**config.mk**
```make
export PLATFORM = sky130hd
export DESIGN_NAME = ntt_lane_dma
export DESIGN_NICKNAME = d
export VERILOG_FILES = /design/src/rtl/ntt_lane_dma_pkg.sv /design/src/rtl/ntt_dma_addr_gen.sv /design/src/rtl/ntt_lane_dma.sv
export SDC_FILE = /design/constraint.sdc
export NUM_CORES = 1
export LEC_CHECK = 0
export ABC_AREA = 0
export CAP_MARGIN = 40
export CORE_AREA = 8 8 412 414
export CTS_BUF_LIST = sky130_fd_sc_hd__clkbuf_8
export CTS_CLUSTER_SIZE = 25
export DETAILED_ROUTE_END_ITERATION = 12
export DIE_AREA = 0 0 420 422
export PLACE_DENSITY = 0.3
export SETUP_SLACK_MARGIN = 0.2
export SYNTH_ARGS = -nofsm -noshare
export SYNTH_HDL_FRONTEND = slang
export SYNTH_SLANG_ARGS = --single-unit
```
**constraint.sdc**
```tcl
create_clock -name clk -period 4.2 [get_ports clk]
set_input_delay 0.42 -clock clk [delete_from_list [all_inputs] [get_ports clk]]
set_output_delay 0.42 -clock clk [all_outputs]
set_load 0.01 [all_outputs]
```
**src/rtl/ntt_lane_dma_pkg.sv**
```systemverilog
// Shared lane geometry, vector type and DMA state encoding for the
// NTT lane DMA, the vector memory and the NTT core.
package ntt_lane_dma_pkg;

    localparam int LANE   = 8;
    localparam int NBEATS = 64;
    localparam int AW     = 14;

    typedef logic [LANE-1:0][31:0] type_vector;

    typedef enum logic [1:0] {
        S_IDLE,
        S_RUN,
        S_DRAIN,
        S_DONE
    } dma_state_e;

endpackage

```
**src/rtl/ntt_dma_addr_gen.sv**
```systemverilog
// Base register plus beat counter; produces base + LANE*cnt modulo 2^AW.
module ntt_dma_addr_gen #(
    parameter int LANE = 8,
    parameter int AW   = 14,
    parameter int CW   = 7
) (
    input  logic          clk,
    input  logic          rst,
    input  logic          load,
    input  logic          inc,
    input  logic [AW-1:0] base,
    output logic [AW-1:0] addr,
    output logic [CW-1:0] cnt
);

    logic [AW-1:0] base_q, base_d;
    logic [CW-1:0] cnt_q, cnt_d;

    always_comb begin
        base_d = base_q;
        cnt_d  = cnt_q;
        if (load) begin
            base_d = base;
            cnt_d  = '0;
        end else if (inc) begin
            cnt_d = cnt_q + CW'(1);
        end
    end

    always_ff @(posedge clk or posedge rst) begin
        if (rst) begin
            base_q <= '0;
            cnt_q  <= '0;
        end else begin
            base_q <= base_d;
            cnt_q  <= cnt_d;
        end
    end

    // Truncation to AW bits gives the wrap past the top of memory.
    assign addr = base_q + AW'(cnt_q) * AW'(LANE);
    assign cnt  = cnt_q;

endmodule

```
**src/rtl/ntt_lane_dma.sv**
```systemverilog
// Streams NBEATS vectors from port B into the NTT and writes the result
// beats back; result writes always win the port over pending reads.
module ntt_lane_dma
    import ntt_lane_dma_pkg::type_vector;
    import ntt_lane_dma_pkg::dma_state_e;
    import ntt_lane_dma_pkg::S_IDLE;
    import ntt_lane_dma_pkg::S_RUN;
    import ntt_lane_dma_pkg::S_DRAIN;
    import ntt_lane_dma_pkg::S_DONE;
#(
    parameter int LANE   = ntt_lane_dma_pkg::LANE,
    parameter int NBEATS = ntt_lane_dma_pkg::NBEATS,
    parameter int AW     = ntt_lane_dma_pkg::AW
) (
    input  logic          clk,
    input  logic          rst,
    input  logic          start,
    input  logic [AW-1:0] src_base,
    input  logic [AW-1:0] dst_base,
    output logic          busy,
    output logic          done,
    output logic          renb,
    output logic          wenb,
    output logic [3:0]    webb,
    output logic          w_is_vector,
    output logic [AW-1:0] addrb,
    output type_vector    datab,
    input  type_vector    qb,
    output logic          ntt_valid,
    output type_vector    ntt_data,
    input  logic          res_valid,
    input  type_vector    res_data
);

    localparam int CW = $clog2(NBEATS) + 1;
    localparam logic [CW-1:0] NB = CW'(NBEATS);

    dma_state_e    state_q, state_d;
    logic          ntt_valid_q, ntt_valid_d;
    logic          load, rd_inc, wr_inc;
    logic [AW-1:0] rd_addr, wr_addr;
    logic [CW-1:0] rd_cnt, wr_cnt;

    ntt_dma_addr_gen #(.LANE(LANE), .AW(AW), .CW(CW)) u_rd_gen (
        .clk  (clk),
        .rst  (rst),
        .load (load),
        .inc  (rd_inc),
        .base (src_base),
        .addr (rd_addr),
        .cnt  (rd_cnt)
    );

    ntt_dma_addr_gen #(.LANE(LANE), .AW(AW), .CW(CW)) u_wr_gen (
        .clk  (clk),
        .rst  (rst),
        .load (load),
        .inc  (wr_inc),
        .base (dst_base),
        .addr (wr_addr),
        .cnt  (wr_cnt)
    );

    always_comb begin
        state_d = state_q;
        renb    = 1'b0;
        wenb    = 1'b0;
        addrb   = '0;
        datab   = '0;
        rd_inc  = 1'b0;
        wr_inc  = 1'b0;
        load    = 1'b0;
        done    = 1'b0;
        busy    = (state_q != S_IDLE);

        // Beats past NBEATS are dropped so they cannot stall reads.
        if (state_q != S_IDLE && res_valid && wr_cnt < NB) begin
            wenb   = 1'b1;
            addrb  = wr_addr;
            datab  = res_data;
            wr_inc = 1'b1;
        end else if (state_q == S_RUN && rd_cnt < NB) begin
            renb   = 1'b1;
            addrb  = rd_addr;
            rd_inc = 1'b1;
        end

        unique case (state_q)
            S_IDLE: begin
                if (start) begin
                    load    = 1'b1;
                    state_d = S_RUN;
                end
            end
            S_RUN: begin
                if (rd_cnt + CW'(rd_inc) == NB) state_d = S_DRAIN;
            end
            S_DRAIN: begin
                if (wr_cnt + CW'(wr_inc) == NB) state_d = S_DONE;
            end
            S_DONE: begin
                done    = 1'b1;
                state_d = S_IDLE;
            end
            default: state_d = S_IDLE;
        endcase
    end

    assign ntt_valid_d = renb;

    always_ff @(posedge clk or posedge rst) begin
        if (rst) begin
            state_q     <= S_IDLE;
            ntt_valid_q <= 1'b0;
        end else begin
            state_q     <= state_d;
            ntt_valid_q <= ntt_valid_d;
        end
    end

    assign webb        = wenb ? 4'hF : 4'h0;
    assign w_is_vector = wenb;
    assign ntt_valid   = ntt_valid_q;
    assign ntt_data    = ntt_valid_q ? qb : '0;

endmodule

```
==> impl_metrics.tcl <==
set metrics [dict create \
    cp_data_required_time_ps 3780 \
    cts-buffers-inserted 5 \
    switchingPower_uw 3941 \
    syn_area_per_cell_um2 7.465 \
    synth_cell_types 59 \
    postPlaceCellArea_um2 20200 \
    fp.dieW_um 420 \
    htreeDepth 2 \
    netlist.area_leader.share 0.4999 \
    clk_pin_slew_worst_paths_ps 100 \
    ff2ff_path_depth 11 \
    internal-power_uw 4158 \
    crit_path_start_kind "register" \
    fin_crit_sh 0.8719 \
    syn_to_final_growth_pct 217.7 \
    hold_viol 0 \
    critPathSlowestCell "clkdlybuf4s50_1" \
    relSlewSlack 0.5177 \
    maxCapViolations 0 \
    async_reset_ff_frac 1.000 \
    die_y_um 422 \
    grt_antenna_before_repair 259 \
    grt_pass1_vias 11000 \
    max_stage_delay_ps 660 \
    fmax_mhz 273.1 \
    syn-cell-area_um2 6420 \
    portBuffers 1079 \
    critical_path_class "register to primary output" \
    ys.flop_type "dfrtp_1" \
    ys_seq_elements 45 \
    fillers 18870 \
    outcome "finished, final reports clean" \
    arrival_ps 3240 \
    vias_per_cell 2.729 \
    num_io_pins 1080 \
    ctsResizeCount 0 \
    period_minus_slack_ps 3662 \
    wl_um 141700 \
    grt_pass1_wl_um 167700 \
    yosys_warnings 0 \
    worstMarginPinSlew_ps 723.5 \
    cp_cell_sequence "ha_1 > inv_1 > fa_1 > nor2b_1 > o31a_1 > o221ai_1 > xor2_1 > o22ai_1 > clkdlybuf4s50_1" \
    vias 11260 \
    grt-ovfl-total 0 \
    finalMaxSlewViolations 0 \
    track_usage 0.1515 \
    cts_setup_buffers 0 \
    worstPathMaxFanout 5 \
    finalNetCount 2464 \
    seq_area_frac_synth 0.1754 \
    grt_max_degree 95 \
    combPwrFrac 0.849 \
    peakVddDrop_mv 0.1664 \
    critical_path_buf_inv_count 2 \
    root_buffer "clkbuf_8" \
    cts_sinks 45 \
    path_depth 9 \
    wl_per_cell_um 34.35 \
    rows 149 \
    cp-end-kind "primary output" \
    synth_edf_count 0 \
    hpwl_um 133700 \
    swShare 0.4866 \
    start_util 0.03927 \
    gp_congestion 0.9225 \
    yosysTopAreaCell "and2_1" \
    drc 0 \
    cts_tree "yes" \
    clk_latency_ps 310 \
    hold_path_class "primary input to asynchronous set/reset pin" \
    drive_above_1_share 0.05861 \
    p_clk_frac 0.035 \
    core_area_um2 163500 \
    die_area_um2 177200 \
    grt_setup_unrepaired "no" \
    ant_nets 0 \
    cp_top_family "buffers and inverters" \
    finalSetupViolCount 0 \
    first_pass_iters 4 \
    clockBufferDepth 2 \
    setup_tns_ps 0 \
    synth_nets 1431 \
    post-route-cell-area_um2 20400 \
    netlist_instances 860 \
    ctsHoldBuffers 0 \
    seq_power_share 0.116 \
    synthTopCellsByArea "and2_1, dfrtp_1, mux2_2" \
    skew_ps 10.54 \
    initialDrtViolationCount 540 \
    p_per_area_nw_per_um2 397.0 \
    p_leak_uw 0.007169 \
]
-- layout by cell type, fill, tap and decap left out, drive strengths merged, types with 6 or more instances in the layout --
cell type,count
and2,514
diode,44
o21a,6
clkdlybuf4s50,1030
o21ai,17
mux2,28
nor2,20
nand2,15
xor2,13
buf,67
nand3,8
dfrtp,45
ha,25
a21oi,9
inv,12
-- kinds of logic (layout without fill, tap and decap cells) --
family                   after synthesis  count (layout)  share of synthesized area
AND/OR/NAND/NOR                      587             587                     0.5607
buffers and inverters                 82            1116                    0.05574
AO/OA/AOI/OAI                         72              72                    0.07757
flip-flops                            45              45                     0.1754
multiplexers                          31              31                    0.05379
adder cells (fa/ha/maj)               27              27                    0.05496
XOR/XNOR                              16              16                    0.02183
other                                  0              44                          0
-- metrics by stage --
stage               instances  setup WS (ps)  power (uW)    util  hold WS, ps
detailed placement       4075          698.6        8155  0.1236        498.7
global placement         4074          608.8        8189  0.1234        494.5
CTS                      4083          483.5        8504  0.1241        426.0
global route             4091          307.3        8651  0.1242        447.5
floorplan                 860           1211        3341       -        481.1
finish                   4127          538.1        8099  0.1248        424.7
-- metal layers --
layer / routed length, um / track usage / vias to the layer above
met1: 48300 / 0.1502 / 5152
met3: 17430 / 0.08759 / 319
met4: 1430 / 0.003054 / 144
met2: 73680 / 0.2875 / 777
met5: 900 / 0 / -
li1: - / - / 4870
-- sequential cells by signal (all words and copies together) (netlist names) --
name	flops
u_rd_gen.cnt	7
state_q	2
ntt_valid	1
u_rd_gen.base_q	14
u_wr_gen.base_q	14
u_wr_gen.cnt	7
-- worst reg2reg max path, delay by kind of cell, from the launching register on --
kind,cells,cell delay (ps)
AO/OA/AOI/OAI,3,540
adder cells (fa/ha/maj),3,760
buffers and inverters,2,270
flip-flops,1,390
multiplexers,1,370
AND/OR/NAND/NOR,2,730
-- cell usage after synthesis, drive strengths merged, types with 2 or more instances --
cell type  number
o21bai          2
o22ai           3
fa              2
mux2           28
a21o            2
a31oi           2
mux2i           3
xnor2           3
clkbuf         57
nand2b          2
and2          514
nor2           20
or3             3
and3            5
o21a            6
o221ai          2
a21oi           9
a22o            4
dfrtp          45
a22oi           3
o21ai          17
ha             25
nand3           8
inv            10
o211ai          5
nand4           5
nand2          15
nor3            5
a211oi          5
o32ai           2
buf            14
xor2           13
-- path summary, 6_finish.rpt --
path	from	endpoint	slack, ps
min in group clk	u_rd_gen.base_q[2]$_DFFE_PP0P_	u_rd_gen.base_q[2]$_DFFE_PP0P_	520
max	u_wr_gen.cnt[0]$_DFFE_PP0P_	addrb[13]	540
min reg2reg	u_rd_gen.base_q[2]$_DFFE_PP0P_	u_rd_gen.base_q[2]$_DFFE_PP0P_	520
max reg2reg	state_q[0]$_DFFE_PP0P_	state_q[1]$_DFFE_PP0P_	1040
min	rst	u_wr_gen.base_q[3]$_DFFE_PP0P_	420
max in group asynchronous	rst	u_rd_gen.base_q[4]$_DFFE_PP0P_	2990
-- layout make-up --
type	count	area (um2)	share of cell area
diodes	44	110.1	0.005398
clock buffers	5	68.82	0.003374
clock inverters	3	18.77	0.0009201
inverters	11	48.80	0.002392
multi-input cells	733	4937	0.2420
flip-flops and latches	45	1130	0.05539
well taps	2189	2739	0.1343
repair buffers	1097	11350	0.5562
-- power groups by stage --
stage / Clock, uW / Sequential [uW] / Combinational [uW]
floorplan: 0 / 772 / 2570
global placement: 0 / 964 / 7220
detailed placement: 0 / 966 / 7190
CTS: 309 / 956 / 7240
global route: 318 / 986 / 7350
finish: 287 / 936 / 6880
(Power assumes the default switching activity.)
